**config.mk**
```make
export PLATFORM = sky130hd
export DESIGN_NAME = if_fetch_stage
export DESIGN_NICKNAME = d
export VERILOG_FILES = /design/src/rtl/cpu_defs.sv /design/src/rtl/if_fetch_stage_skid.sv /design/src/rtl/if_fetch_stage.sv
export SDC_FILE = /design/constraint.sdc
export NUM_CORES = 1
export LEC_CHECK = 0
export ABC_CLOCK_PERIOD_IN_PS = 3800
export CORE_MARGIN = 3
export CORE_UTILIZATION = 28
export CTS_CLUSTER_SIZE = 24
export DETAILED_ROUTE_END_ITERATION = 12
export PLACE_DENSITY_LB_ADDON = 0.2
export SLEW_MARGIN = 20
export SYNTH_ARGS = -nofsm -noshare
export SYNTH_HDL_FRONTEND = slang
export SYNTH_SLANG_ARGS = --single-unit
```
**constraint.sdc**
```tcl
create_clock -name clk -period 3.8 [get_ports clk]
set_clock_uncertainty 0.15 [all_clocks]
set_input_delay 0.95 -clock clk [delete_from_list [all_inputs] [get_ports clk]]
set_output_delay 0.95 -clock clk [all_outputs]
set_load 0.005 [all_outputs]
```
**src/rtl/cpu_defs.sv**
```systemverilog
// Shared constants and types for the LoongArch32 5-stage pipeline.
//   RESET_PC    : first instruction address fetched after reset
//   PC_W        : PC / address width
//   INST_NOP    : canonical NOP encoding (andi r0, r0, 0)
//   IF_ID_BUS_W : width of the packed IF->ID bus {pc, inst}
package cpu_defs;

  localparam int unsigned PC_W        = 32;
  localparam int unsigned INST_W      = 32;
  localparam logic [31:0] RESET_PC    = 32'h1c00_0000;
  localparam logic [31:0] INST_NOP    = 32'h0340_0000;
  localparam int unsigned IF_ID_BUS_W = PC_W + INST_W;

  // IF->ID bus, pc in the upper half.
  typedef logic [IF_ID_BUS_W-1:0] if_id_bus_t;

  // Sequential successor of a PC; wraps modulo 2^32.
  function automatic logic [PC_W-1:0] pc_plus4(input logic [PC_W-1:0] pc);
    return pc + PC_W'(4);
  endfunction

  function automatic if_id_bus_t pack_if_id(input logic [PC_W-1:0] pc,
                                            input logic [INST_W-1:0] inst);
    return {pc, inst};
  endfunction

endpackage

```
**src/rtl/if_fetch_stage_skid.sv**
```systemverilog
// Instruction hold buffer for the IF stage.
// The instruction SRAM only presents read data for one cycle after the read
// is issued. When ID stalls, the first stall cycle captures that data so the
// instruction shown to ID stays stable however long the stall lasts.
//   clk, reset : clock, synchronous active-high reset
//   i_issue    : a new fetch is issued this cycle (drops any buffered word)
//   i_stall    : IF holds a valid instruction that ID is not taking
//   i_rdata    : instruction SRAM read data
//   o_inst     : instruction presented to ID
module if_fetch_stage_skid
  import cpu_defs::*;
(
  input  logic              clk,
  input  logic              reset,
  input  logic              i_issue,
  input  logic              i_stall,
  input  logic [INST_W-1:0] i_rdata,
  output logic [INST_W-1:0] o_inst
);

  logic [INST_W-1:0] r_inst_buf;
  logic              r_buf_valid;

  always_ff @(posedge clk) begin
    if (reset) begin
      r_inst_buf  <= '0;
      r_buf_valid <= 1'b0;
    end else if (i_issue) begin
      // The buffered word belongs to the instruction being replaced.
      r_buf_valid <= 1'b0;
    end else if (i_stall && !r_buf_valid) begin
      // rdata is only valid in the first stall cycle; later cycles carry junk.
      r_inst_buf  <= i_rdata;
      r_buf_valid <= 1'b1;
    end
  end

  assign o_inst = r_buf_valid ? r_inst_buf : i_rdata;

endmodule

```
**src/rtl/if_fetch_stage.sv**
```systemverilog
// Instruction-fetch stage of the 5-stage LoongArch32 pipeline.
// Pre-IF picks the next PC (sequential +4 or ID redirect) and issues it to an
// always-ready instruction SRAM whose data returns one cycle later. IF holds
// the fetched instruction until ID accepts it, and a redirect (flush) kills
// the wrong-path instruction in the same cycle.
//   clk, reset      : clock, synchronous active-high reset
//   if_ready        : IF holds a valid, non-killed instruction for ID
//   id_allow_in     : ID can accept this cycle
//   inst_to_id      : fetched instruction
//   pc_to_id        : PC of inst_to_id
//   flush, newpc    : ID redirect request and its target
//   inst_sram_*     : instruction SRAM interface (read-only, we/wdata tied 0)
module if_fetch_stage #(
  parameter int unsigned     PC_W     = cpu_defs::PC_W,
  parameter logic [PC_W-1:0] RESET_PC = cpu_defs::RESET_PC
) (
  input  logic            clk,
  input  logic            reset,
  // IF -> ID handshake
  output logic            if_ready,
  input  logic            id_allow_in,
  output logic [31:0]     inst_to_id,
  output logic [PC_W-1:0] pc_to_id,
  // ID redirect
  input  logic            flush,
  input  logic [PC_W-1:0] newpc,
  // instruction SRAM
  output logic            inst_sram_en,
  output logic [3:0]      inst_sram_we,
  output logic [PC_W-1:0] inst_sram_addr,
  output logic [31:0]     inst_sram_wdata,
  input  logic [31:0]     inst_sram_rdata
);

  import cpu_defs::*;

  logic [PC_W-1:0]  r_pc;
  logic             r_if_valid;

  logic [PC_W-1:0]  w_nextpc;
  logic             w_if_ready;
  logic             w_hs;
  logic             w_if_allow_in;
  logic             w_issue;
  logic             w_stall;
  logic [31:0]      w_inst;
  if_id_bus_t       w_if_id_bus;

  // ---------------------------------------------------------------------------
  // Pre-IF: next PC selection
  // ---------------------------------------------------------------------------
  assign w_nextpc = flush ? newpc : pc_plus4(r_pc);

  // ---------------------------------------------------------------------------
  // Handshake
  // ---------------------------------------------------------------------------
  // A flush kills the held instruction this cycle, so ID can never latch it.
  assign w_if_ready    = r_if_valid & ~flush & ~reset;
  assign w_hs          = w_if_ready & id_allow_in;
  assign w_if_allow_in = ~r_if_valid | w_hs | flush;
  assign w_issue       = ~reset & w_if_allow_in;
  assign w_stall       = r_if_valid & ~w_hs & ~flush;

  // ---------------------------------------------------------------------------
  // IF state
  // ---------------------------------------------------------------------------
  // Reset value sits one word before RESET_PC so the first +4 fetch lands on it.
  always_ff @(posedge clk) begin
    if (reset) begin
      r_pc       <= RESET_PC - PC_W'(4);
      r_if_valid <= 1'b0;
    end else if (w_issue) begin
      r_pc       <= w_nextpc;
      r_if_valid <= 1'b1;
    end
  end

  if_fetch_stage_skid u_skid (
    .clk     (clk),
    .reset   (reset),
    .i_issue (w_issue),
    .i_stall (w_stall),
    .i_rdata (inst_sram_rdata),
    .o_inst  (w_inst)
  );

  // ---------------------------------------------------------------------------
  // Outputs
  // ---------------------------------------------------------------------------
  assign w_if_id_bus = pack_if_id(r_pc, w_inst);

  assign if_ready   = w_if_ready;
  assign pc_to_id   = w_if_id_bus[IF_ID_BUS_W-1 -: PC_W];
  assign inst_to_id = w_if_id_bus[INST_W-1:0];

  assign inst_sram_en    = w_issue;
  assign inst_sram_we    = 4'b0000;
  assign inst_sram_addr  = w_nextpc;
  assign inst_sram_wdata = 32'h0000_0000;

endmodule

```
==> results of run 1 <==
layout make-up:
class                      count  area (µm²)  share of cell area [%]
inverter                      10        37.5                   0.564
timing repair buffer         210        2010                    30.2
tap                          211         264                    3.97
multi-input combinational    445        2720                    40.9
sequential                    66        1330                    20.1
clock inverter                 5        56.3                   0.847
clock buffer                  10         229                    3.44
final timing paths:
path                              start                     to  slack (ns)  cells after the start
setup / recovery           pc_to_id[21]     inst_sram_addr[30]        0.06                      5
setup reg to reg     u_skid.r_buf_valid  u_skid.r_inst_buf[27]        1.69                      4
hold / removal    u_skid.r_inst_buf[16]  u_skid.r_inst_buf[16]        0.30                      2
hold reg to reg   u_skid.r_inst_buf[16]  u_skid.r_inst_buf[16]        0.30                      2
logic make-up after synthesis:
logic type,Yosys count,share of synthesized area (%)
simple gates,236,27.5
compound gates,121,18.4
buf+inv,93,11.3
flops,66,30.1
mux,42,10.6
xor+xnor,9,1.79
fa+ha+maj,1,0.285
other cells,1,0.0854
metrics by stage:
step                      instances  util, %  cell area, µm²  setup WS, ns
after global routing            957     43.6            6650     0.0000868
after global placement          939     41.4            6320         0.161
final                           957     43.6            6650        0.0605
after floorplan                 604        -            4520         0.564
after CTS                       957     43.5            6630        0.0341
after detailed placement        939     41.4            6320         0.166
sequential cells by signal, indices dropped and copies added, names as in the netlist:
| name | count |
|---|---|
| pc_to_id | 32 |
| r_if_valid | 1 |
| u_skid.r_buf_valid | 1 |
| u_skid.r_inst_buf | 32 |
tightest hold or removal path, cell delays in order, from the launching register on:
cell	delay [ns]
dfxtp_1	0.30
nand2_1	0.05
a21oi_1	0.05
Yosys cell counts, types with 7 or more instances:
master	count	share of area [%]
or3_1	7	1.0
buf_1	7	0.60
buf_2	7	0.80
a311oi_1	9	1.8
and4_1	8	1.6
nor2b_1	7	1.0
a211oi_1	11	1.9
nand2_1	86	7.3
nand3_1	20	2.3
mux2_2	37	9.5
clkbuf_1	32	2.7
dfxtp_1	66	30
nor3_1	17	1.9
or4_1	12	2.1
nor4_1	10	1.4
nor2_1	30	2.6
o21ai_0	14	1.6
inv_1	9	0.77
a31oi_1	12	1.7
buf_4	36	6.2
a21oi_1	37	4.2
nand4_1	15	2.1
metal layers:
layer  share of wire, %  up-vias  track usage (%)
met1                 43     2256             21.1
li1                   -     2368                -
met5                  0        -                0
met3                8.8       22             6.20
met4                2.0        0             5.02
met2                 46      208             28.2
power by group:
part / leakage, nW / switching (W) / total [W] / internal, W
clock network: 0.138 / 0.000300 / 0.000803 / 0.000502
logic: 1.79 / 0.000331 / 0.000707 / 0.000376
registers: 0.541 / 0.0000354 / 0.000772 / 0.000737
total: 2.47 / 0.000667 / 0.00228 / 0.00161
timing repair:
item,in CTS,in global routing
pin swaps,2,2
gates cloned,0,0
endpoints found under the setup margin,10,8
hold endpoints to repair,0,0
buffers inserted,3,0
resized for setup,4,10
==> flow_metrics.py, run 1 <==
metrics = {
    "run_status": {
        "status": "completed",
    },
    "timing": {
        "fmax_ghz": 0.267,
        "min_period_over_period_pct": 98.4,
        "drv_slew": 0,
        "worst_pin_slew_ns": 1.04,
        "fin_setup_tns_ns": 0,
        "timing.final.crit_period_ns": 3.74,
        "final-setup-viol-count": 0,
        "hold_viol_final": 0,
        "grt_setup_unrepaired": "no",
        "holdWs_ns": 0.300,
        "slew_headroom_pct": 30.7,
    },
    "worst_setup_path": {
        "cp_cell_sequence": "nand4_1 > or4_4 > or4_1 > nand3_1 > clkdlybuf4s50_1",
        "critPathRequiredTime_ns": 2.70,
        "cp-start-kind": "register",
        "worst-path-buf-inv": 1,
        "crit_path_max_incr_delay_ns": 0.61,
        "critPathSlowestCell": "or4_4",
        "crit_type": "reg -> out",
        "worstPathMaxFanout": 5,
        "cp.arrival_ns": 2.64,
        "end_kind": "output pin",
        "crit_family": "simple AND/OR/NAND/NOR gates",
    },
    "clock_network": {
        "clkSinkCount": 66,
        "cts_inserted_buffers": 9,
        "path_clk_slew_ns": 0.05,
        "clkLatencyLatePin_ns": 0.33,
        "hold_buffers": 0,
        "cts_max_path_buffers": 2,
        "cts-htree-levels": 3,
        "tritoncts": "yes",
        "cts-root-buf": "clkbuf_16",
    },
    "synth": {
        "synth_flop_cell": "dfxtp_1",
        "yosysWarnings": 0,
        "yosysUniqueCellTypes": 56,
        "yosysSeqAreaShare_pct": 30.1,
        "synthArstFlopShare_pct": 0,
        "synthCells": 569,
        "synth_area_um2": 4390,
        "synth_edf_count": 0,
        "ys_ff_latch": 66,
        "avgSynthCellArea_um2": 7.72,
    },
    "flow_run": {
        "drv_cap": 0,
    },
    "routing": {
        "ant_nets": 0,
        "route.detailed.drc": 0,
        "viasPerCell": 5.07,
        "vias": 4854,
        "drt_iter0_drc": 240,
        "avgRoutedWirePerCell_um": 16.1,
        "first_pass_iters": 5,
        "wl_mm": 15.4,
    },
    "finish": {
        "drive_gt1_share_pct": 15.5,
        "final_common_cell": "clkdlybuf4s50_1",
        "antennaDiodeCount": 0,
        "area_growth_pct": 51.4,
        "most-common-layout-cells": "clkdlybuf4s50_1 (163), nand2_1 (86), dfxtp_1 (58)",
        "fillers": 1547,
        "nNetsFinal": 811,
    },
    "hold_path": {
        "hold_path_class": "reg -> reg",
    },
    "placed_design": {
        "place.gp.congestion": 0.844,
        "io_buffers": 165,
        "dpl.hpwl_mm": 11.4,
    },
    "floorplanning": {
        "rows": 45,
        "dieArea_um2": 17200,
        "coreArea_um2": 15300,
        "die_w_um": 131,
        "die_h_um": 131,
        "initial_core_util_pct": 28.8,
        "ios": 202,
    },
    "global_route": {
        "track_usage_pct": 17.2,
        "antenna_found_initial": 0,
        "overflow": 0,
        "first_global_vias": 4679,
        "grt_pass1_wl_mm": 24.4,
        "grt_max_degree": 46,
    },
    "pwr": {
        "leakage_nw": 2.47,
        "ir_drop_uv": 224,
        "power_w": 0.00228,
        "p_per_area_nw_per_um2": 343,
    },
}
(Power assumes the default switching activity.)
==> run 2, diff against run 1 <==
- ABC_AREA: default -> 1
==> flow_metrics.py, run 2 <==
metrics = {
    "floorplanning": {
        "coreArea_um2": 14800,
        "die_h_um": 130,
        "ios": 202,
        "rows": 44,
        "dieArea_um2": 16900,
        "die_w_um": 130,
        "initial_core_util_pct": 29.1,
    },
    "timing": {
        "hold_viol_final": 0,
        "final-setup-viol-count": 0,
        "fmax_ghz": 0.269,
        "min_period_over_period_pct": 97.8,
        "worst_pin_slew_ns": 0.545,
        "drv_slew": 0,
        "timing.final.crit_period_ns": 3.72,
        "fin_setup_tns_ns": 0,
        "worst_slack_ns": 0.0842,
        "grt_setup_unrepaired": "yes",
        "slew_headroom_pct": 63.7,
    },
    "finish": {
        "final_common_cell": "nand2_1",
        "most-common-layout-cells": "nand2_1 (182), clkdlybuf4s50_1 (165), inv_1 (97)",
        "fin_util_pct": 42.7,
        "nNetsFinal": 912,
        "antennaDiodeCount": 0,
        "area_growth_pct": 46.7,
        "post-route-cell-area_um2": 6320,
        "drive_gt1_share_pct": 7.67,
    },
    "pwr": {
        "leakage_nw": 2.89,
        "combPwrFrac_pct": 29.4,
        "clkPwrFrac_pct": 36.2,
        "p_sw_w": 0.000725,
        "intPower_w": 0.00159,
        "p_per_area_nw_per_um2": 367,
        "ir_drop_uv": 194,
        "swShare_pct": 31.3,
        "p_seq_share_pct": 34.3,
    },
    "synth": {
        "synth_edf_count": 0,
        "synth_flop_cell": "dfxtp_1",
        "yosysUniqueCellTypes": 34,
        "synth_area_leaders": "dfxtp_1 (31%), nand2_1 (16%), o21ai_0 (9.5%), inv_1 (8.5%), buf_4 (6.5%)",
        "yosysSeqAreaShare_pct": 30.7,
        "synthArstFlopShare_pct": 0,
        "synth_most_common_cell": "nand2_1",
        "synthTopCellsByCount": "nand2_1 (182), inv_1 (97), o21ai_0 (82)",
        "ys_ff_latch": 66,
        "synthCells": 685,
        "synth_area_um2": 4310,
        "yosysTopAreaCell": "dfxtp_1",
        "avgSynthCellArea_um2": 6.29,
        "yosysWarnings": 0,
        "synth_top_area_share_pct": 30.7,
    },
    "routing": {
        "first_pass_iters": 4,
        "ant_nets": 0,
        "wl_mm": 13.3,
        "route.detailed.drc": 0,
        "drt_iter0_drc": 282,
        "vias": 4485,
        "avgRoutedWirePerCell_um": 12.9,
        "viasPerCell": 4.35,
    },
    "global_route": {
        "grt_use_met1_pct": 19.2,
        "antenna_found_initial": 0,
        "use_met2_pct": 24.6,
        "grt_max_degree": 66,
        "overflow": 0,
        "grt_pass1_wl_mm": 20.9,
        "met3_usage_pct": 7.49,
        "first_global_vias": 4115,
        "track_usage_pct": 15.7,
        "busiest_layer": "met2",
    },
    "clock_network": {
        "path_clk_slew_ns": 0.06,
        "cts_inserted_buffers": 9,
        "cts_max_path_buffers": 2,
        "clkSinkCount": 66,
        "cts_setup_buffers": 0,
        "clkLatencyLatePin_ns": 0.35,
        "cts-root-buf": "clkbuf_16",
        "cts-htree-levels": 3,
        "tritoncts": "yes",
    },
    "flow_run": {
        "drv_cap": 0,
    },
    "worst_setup_path": {
        "critPathRequiredTime_ns": 2.70,
        "cp.arrival_ns": 2.62,
        "cp-startpoint": "flush",
        "end_kind": "output pin",
        "critPathSlowestCell": "clkdlybuf4s50_1",
        "cp-start-kind": "input pin",
        "cp_cell_sequence": "clkdlybuf4s50_1 > inv_2 > buf_12 > o21ai_0 > o21ai_0 > clkdlybuf4s50_1",
        "crit_family": "buffers and inverters",
        "crit_path_max_incr_delay_ns": 0.57,
        "worstPathMaxFanout": 33,
        "worst-path-buf-inv": 4,
        "r2r_start": "pc_to_id[2]",
        "crit_type": "in -> out",
    },
    "run_status": {
        "status": "completed",
    },
    "placed_design": {
        "io_buffers": 165,
        "dpl.hpwl_mm": 10.1,
        "place.gp.congestion": 0.852,
        "placed_area_um2": 6010,
        "place_ws_ns": 0.0388,
    },
    "hold_path": {
        "hold_start": "u_skid.r_inst_buf[5]",
        "hold_path_class": "reg -> reg",
    },
}
## run 2: path summary, 6_finish.rpt
kind | endpoint | slack, ns | cells after the start
worst min-delay path | u_skid.r_inst_buf[5] | 0.30 | 2
worst max register to register | pc_to_id[22] | 1.97 | 10
worst max-delay path | inst_sram_addr[8] | 0.08 | 6
worst min register to register | u_skid.r_inst_buf[5] | 0.30 | 2
## run 2: power by group through the flow
| stage | Sequential (W) | Clock [W] | Combinational (W) |
|---|---|---|---|
| 3_5_place_dp | 0.000811 | 0 | 0.000686 |
| 5_1_grt | 0.000805 | 0.000893 | 0.000767 |
| 2_1_floorplan | 0.000801 | 0 | 0.000375 |
| 6_report | 0.000796 | 0.000840 | 0.000683 |
| 4_1_cts | 0.000796 | 0.000874 | 0.000690 |
| 3_3_place_gp | 0.000811 | 0 | 0.000686 |
## run 2: tightest hold or removal path, stage by stage, from the launching register on
cell	delay, ns
dfxtp_1	0.29
inv_1	0.06
a21oi_1	0.05
## run 2: stage by stage
stage	total power (W)	cells	hold WS, ns
6_report	0.00232	1032	0.298
5_1_grt	0.00247	1032	0.322
4_1_cts	0.00236	1032	0.304
3_5_place_dp	0.00150	1016	0.294
3_3_place_gp	0.00150	1016	0.291
2_1_floorplan	0.00118	720	0.274
## run 2: cell type report
| cell class | count | area [µm²] |
|---|---|---|
| Clock buffer | 10 | 229 |
| Clock inverter | 6 | 66.3 |
| Fill cell | 1554 | 8490 |
| Inverter | 101 | 379 |
| Multi-Input combinational cell | 490 | 2330 |
| Sequential cell | 66 | 1320 |
| Tap cell | 184 | 230 |
| Timing Repair Buffer | 175 | 1760 |
## run 2: logic make-up after synthesis
family                   count (synthesis)  share of synthesized area [%]
XOR/XNOR                                 2                          0.407
other                                    1                         0.0871
buffers and inverters                  164                           18.2
AND/OR/NAND/NOR                        313                           33.6
flip-flops                              66                           30.7
AO/OA/AOI/OAI                          138                           16.7
adder cells (fa/ha/maj)                  1                          0.291
## run 2: timing repair
action | in CTS | in global routing
hold buffers | 0 | 0
gates resized for setup | 0 | 2
endpoints found under the hold margin | 0 | 0
setup endpoints to repair | 0 | 1
## run 2: metal layers
| metal | wire, µm | vias up |
|---|---|---|
| met5 | 0 | - |
| met4 | 214 | 0 |
| met3 | 1360 | 18 |
| met2 | 5880 | 153 |
| met1 | 5860 | 1905 |
| li1 | - | 2409 |
==> run 3, diff against run 2 <==
- CORE_UTILIZATION: 28 -> 45
==> flow_metrics.py, run 3 (synthesis gave the netlist of run 2 again) <==
metrics = {
    "routing": {
        "drt_iter0_drc": 161,
        "ant_nets": 0,
        "viasPerCell": 4.78,
        "avgRoutedWirePerCell_um": 12.8,
        "wl_mm": 12.5,
        "vias": 4670,
        "route.detailed.drc": 0,
        "first_pass_iters": 4,
    },
    "global_route": {
        "track_usage_pct": 22.3,
        "grt_pass1_wl_mm": 20.2,
        "grt_max_degree": 66,
        "overflow": 0,
        "first_global_vias": 4422,
        "antenna_found_initial": 0,
    },
    "finish": {
        "ff_latch_area_um2": 1320,
        "antennaDiodeCount": 0,
        "drive_gt1_share_pct": 7.90,
        "most-common-layout-cells": "nand2_1 (182), clkdlybuf4s50_1 (165), inv_1 (97)",
        "final_common_cell": "nand2_1",
        "nNetsFinal": 912,
        "fillers": 877,
        "area_growth_pct": 43.4,
        "multi_input_area_um2": 2340,
    },
    "placed_design": {
        "place_ws_ns": -0.0242,
        "dpl.hpwl_mm": 9.55,
        "io_buffers": 165,
        "place.gp.congestion": 0.852,
    },
    "clock_network": {
        "cts_max_path_buffers": 2,
        "clkSinkCount": 66,
        "path_clk_slew_ns": 0.08,
        "tritoncts": "yes",
        "cts-htree-levels": 3,
        "hold_buffers": 0,
        "clkLatencyLatePin_ns": 0.34,
        "cts_setup_buffers": 0,
        "cts_inserted_buffers": 9,
        "cts-root-buf": "clkbuf_8",
        "post_cts_resized": 1,
    },
    "timing": {
        "timing.final.crit_period_ns": 3.78,
        "final-setup-viol-count": 0,
        "slew_headroom_pct": 65.0,
        "worst_pin_slew_ns": 0.525,
        "fmax_ghz": 0.265,
        "fin_setup_tns_ns": 0,
        "hold_viol_final": 0,
        "min_period_over_period_pct": 99.5,
        "drv_slew": 0,
        "worst_slack_ns": 0.0203,
        "grt_setup_unrepaired": "yes",
    },
    "pwr": {
        "leakage_nw": 2.87,
        "p_per_area_nw_per_um2": 348,
        "ir_drop_uv": 170,
    },
    "worst_setup_path": {
        "timing.rr.end": "u_skid.r_inst_buf[27]",
        "cp.arrival_ns": 2.68,
        "ff2ff_setup_slack_ns": 1.80,
        "crit_type": "in -> out",
        "worstPathMaxFanout": 23,
        "cp-startpoint": "flush",
        "r2r_cells": 6,
        "cp-endpoint": "inst_sram_addr[26]",
        "r2r_start": "u_skid.r_buf_valid",
        "end_kind": "output pin",
        "critPathRequiredTime_ns": 2.70,
        "cp-start-kind": "input pin",
    },
    "floorplanning": {
        "coreArea_um2": 9280,
        "initial_core_util_pct": 46.4,
        "die_h_um": 104,
        "ios": 202,
        "dieArea_um2": 10800,
        "die_w_um": 104,
        "rows": 35,
    },
    "flow_run": {
        "drv_cap": 0,
    },
    "run_status": {
        "status": "completed",
    },
    "hold_path": {
        "hold_path_class": "reg -> reg",
    },
}
run 3: where the power goes:
part           leakage (nW)  switching [W]  internal [W]  total [W]
clock                 0.109       0.000286      0.000388   0.000674
sequential            0.546      0.0000494      0.000745   0.000795
combinational          2.21       0.000341      0.000339   0.000681
total                  2.87       0.000676       0.00147    0.00215
run 3: worst max-delay path: stages:
cell and delay [ns]:
clkdlybuf4s50_1 0.56, inv_2 0.09, buf_12 0.16, or2_2 0.30, and2_1 0.17, clkdlybuf4s50_1 0.45
run 3: layer usage:
layer,up-vias,global-route usage (%),wire length (µm)
met5,-,0,0
met4,0,8.64,333
met3,24,7.23,994
met2,169,39.7,6170
met1,2072,24.6,5050
li1,2405,-,-
run 3: cell type report:
| class | count | share of cell area [%] |
|---|---|---|
| inverters | 101 | 6.14 |
| multi-input cells | 490 | 37.8 |
| flip-flops and latches | 66 | 21.4 |
| clock buffers | 10 | 2.23 |
| well taps | 129 | 2.61 |
| repair buffers | 175 | 28.4 |
| clock inverters | 6 | 1.44 |
run 3: worst min path at each step:
stage                          startpoint  cells after the start  slack, ns                     to
finish              u_skid.r_inst_buf[21]                      2       0.30  u_skid.r_inst_buf[21]
global route        u_skid.r_inst_buf[19]                      2       0.32  u_skid.r_inst_buf[19]
CTS                  u_skid.r_inst_buf[5]                      2       0.30   u_skid.r_inst_buf[5]
detailed placement   u_skid.r_inst_buf[5]                      2       0.29   u_skid.r_inst_buf[5]
global placement     u_skid.r_inst_buf[8]                      2       0.28   u_skid.r_inst_buf[8]
floorplan            u_skid.r_inst_buf[0]                      2       0.27   u_skid.r_inst_buf[0]
run 3: per-stage QoR:
| stage | hold slack [ns] | utilization [%] | area, µm² | instances | total power (W) |
|---|---|---|---|---|---|
| CTS | 0.301 | 66.4 | 6160 | 977 | 0.00217 |
| floorplan | 0.274 | - | 4440 | 720 | 0.00118 |
| detailed placement | 0.290 | 63.9 | 5930 | 961 | 0.00149 |
| global placement | 0.283 | 63.9 | 5930 | 961 | 0.00147 |
| finish | 0.298 | 66.5 | 6180 | 977 | 0.00215 |
| global route | 0.323 | 66.5 | 6180 | 977 | 0.00228 |
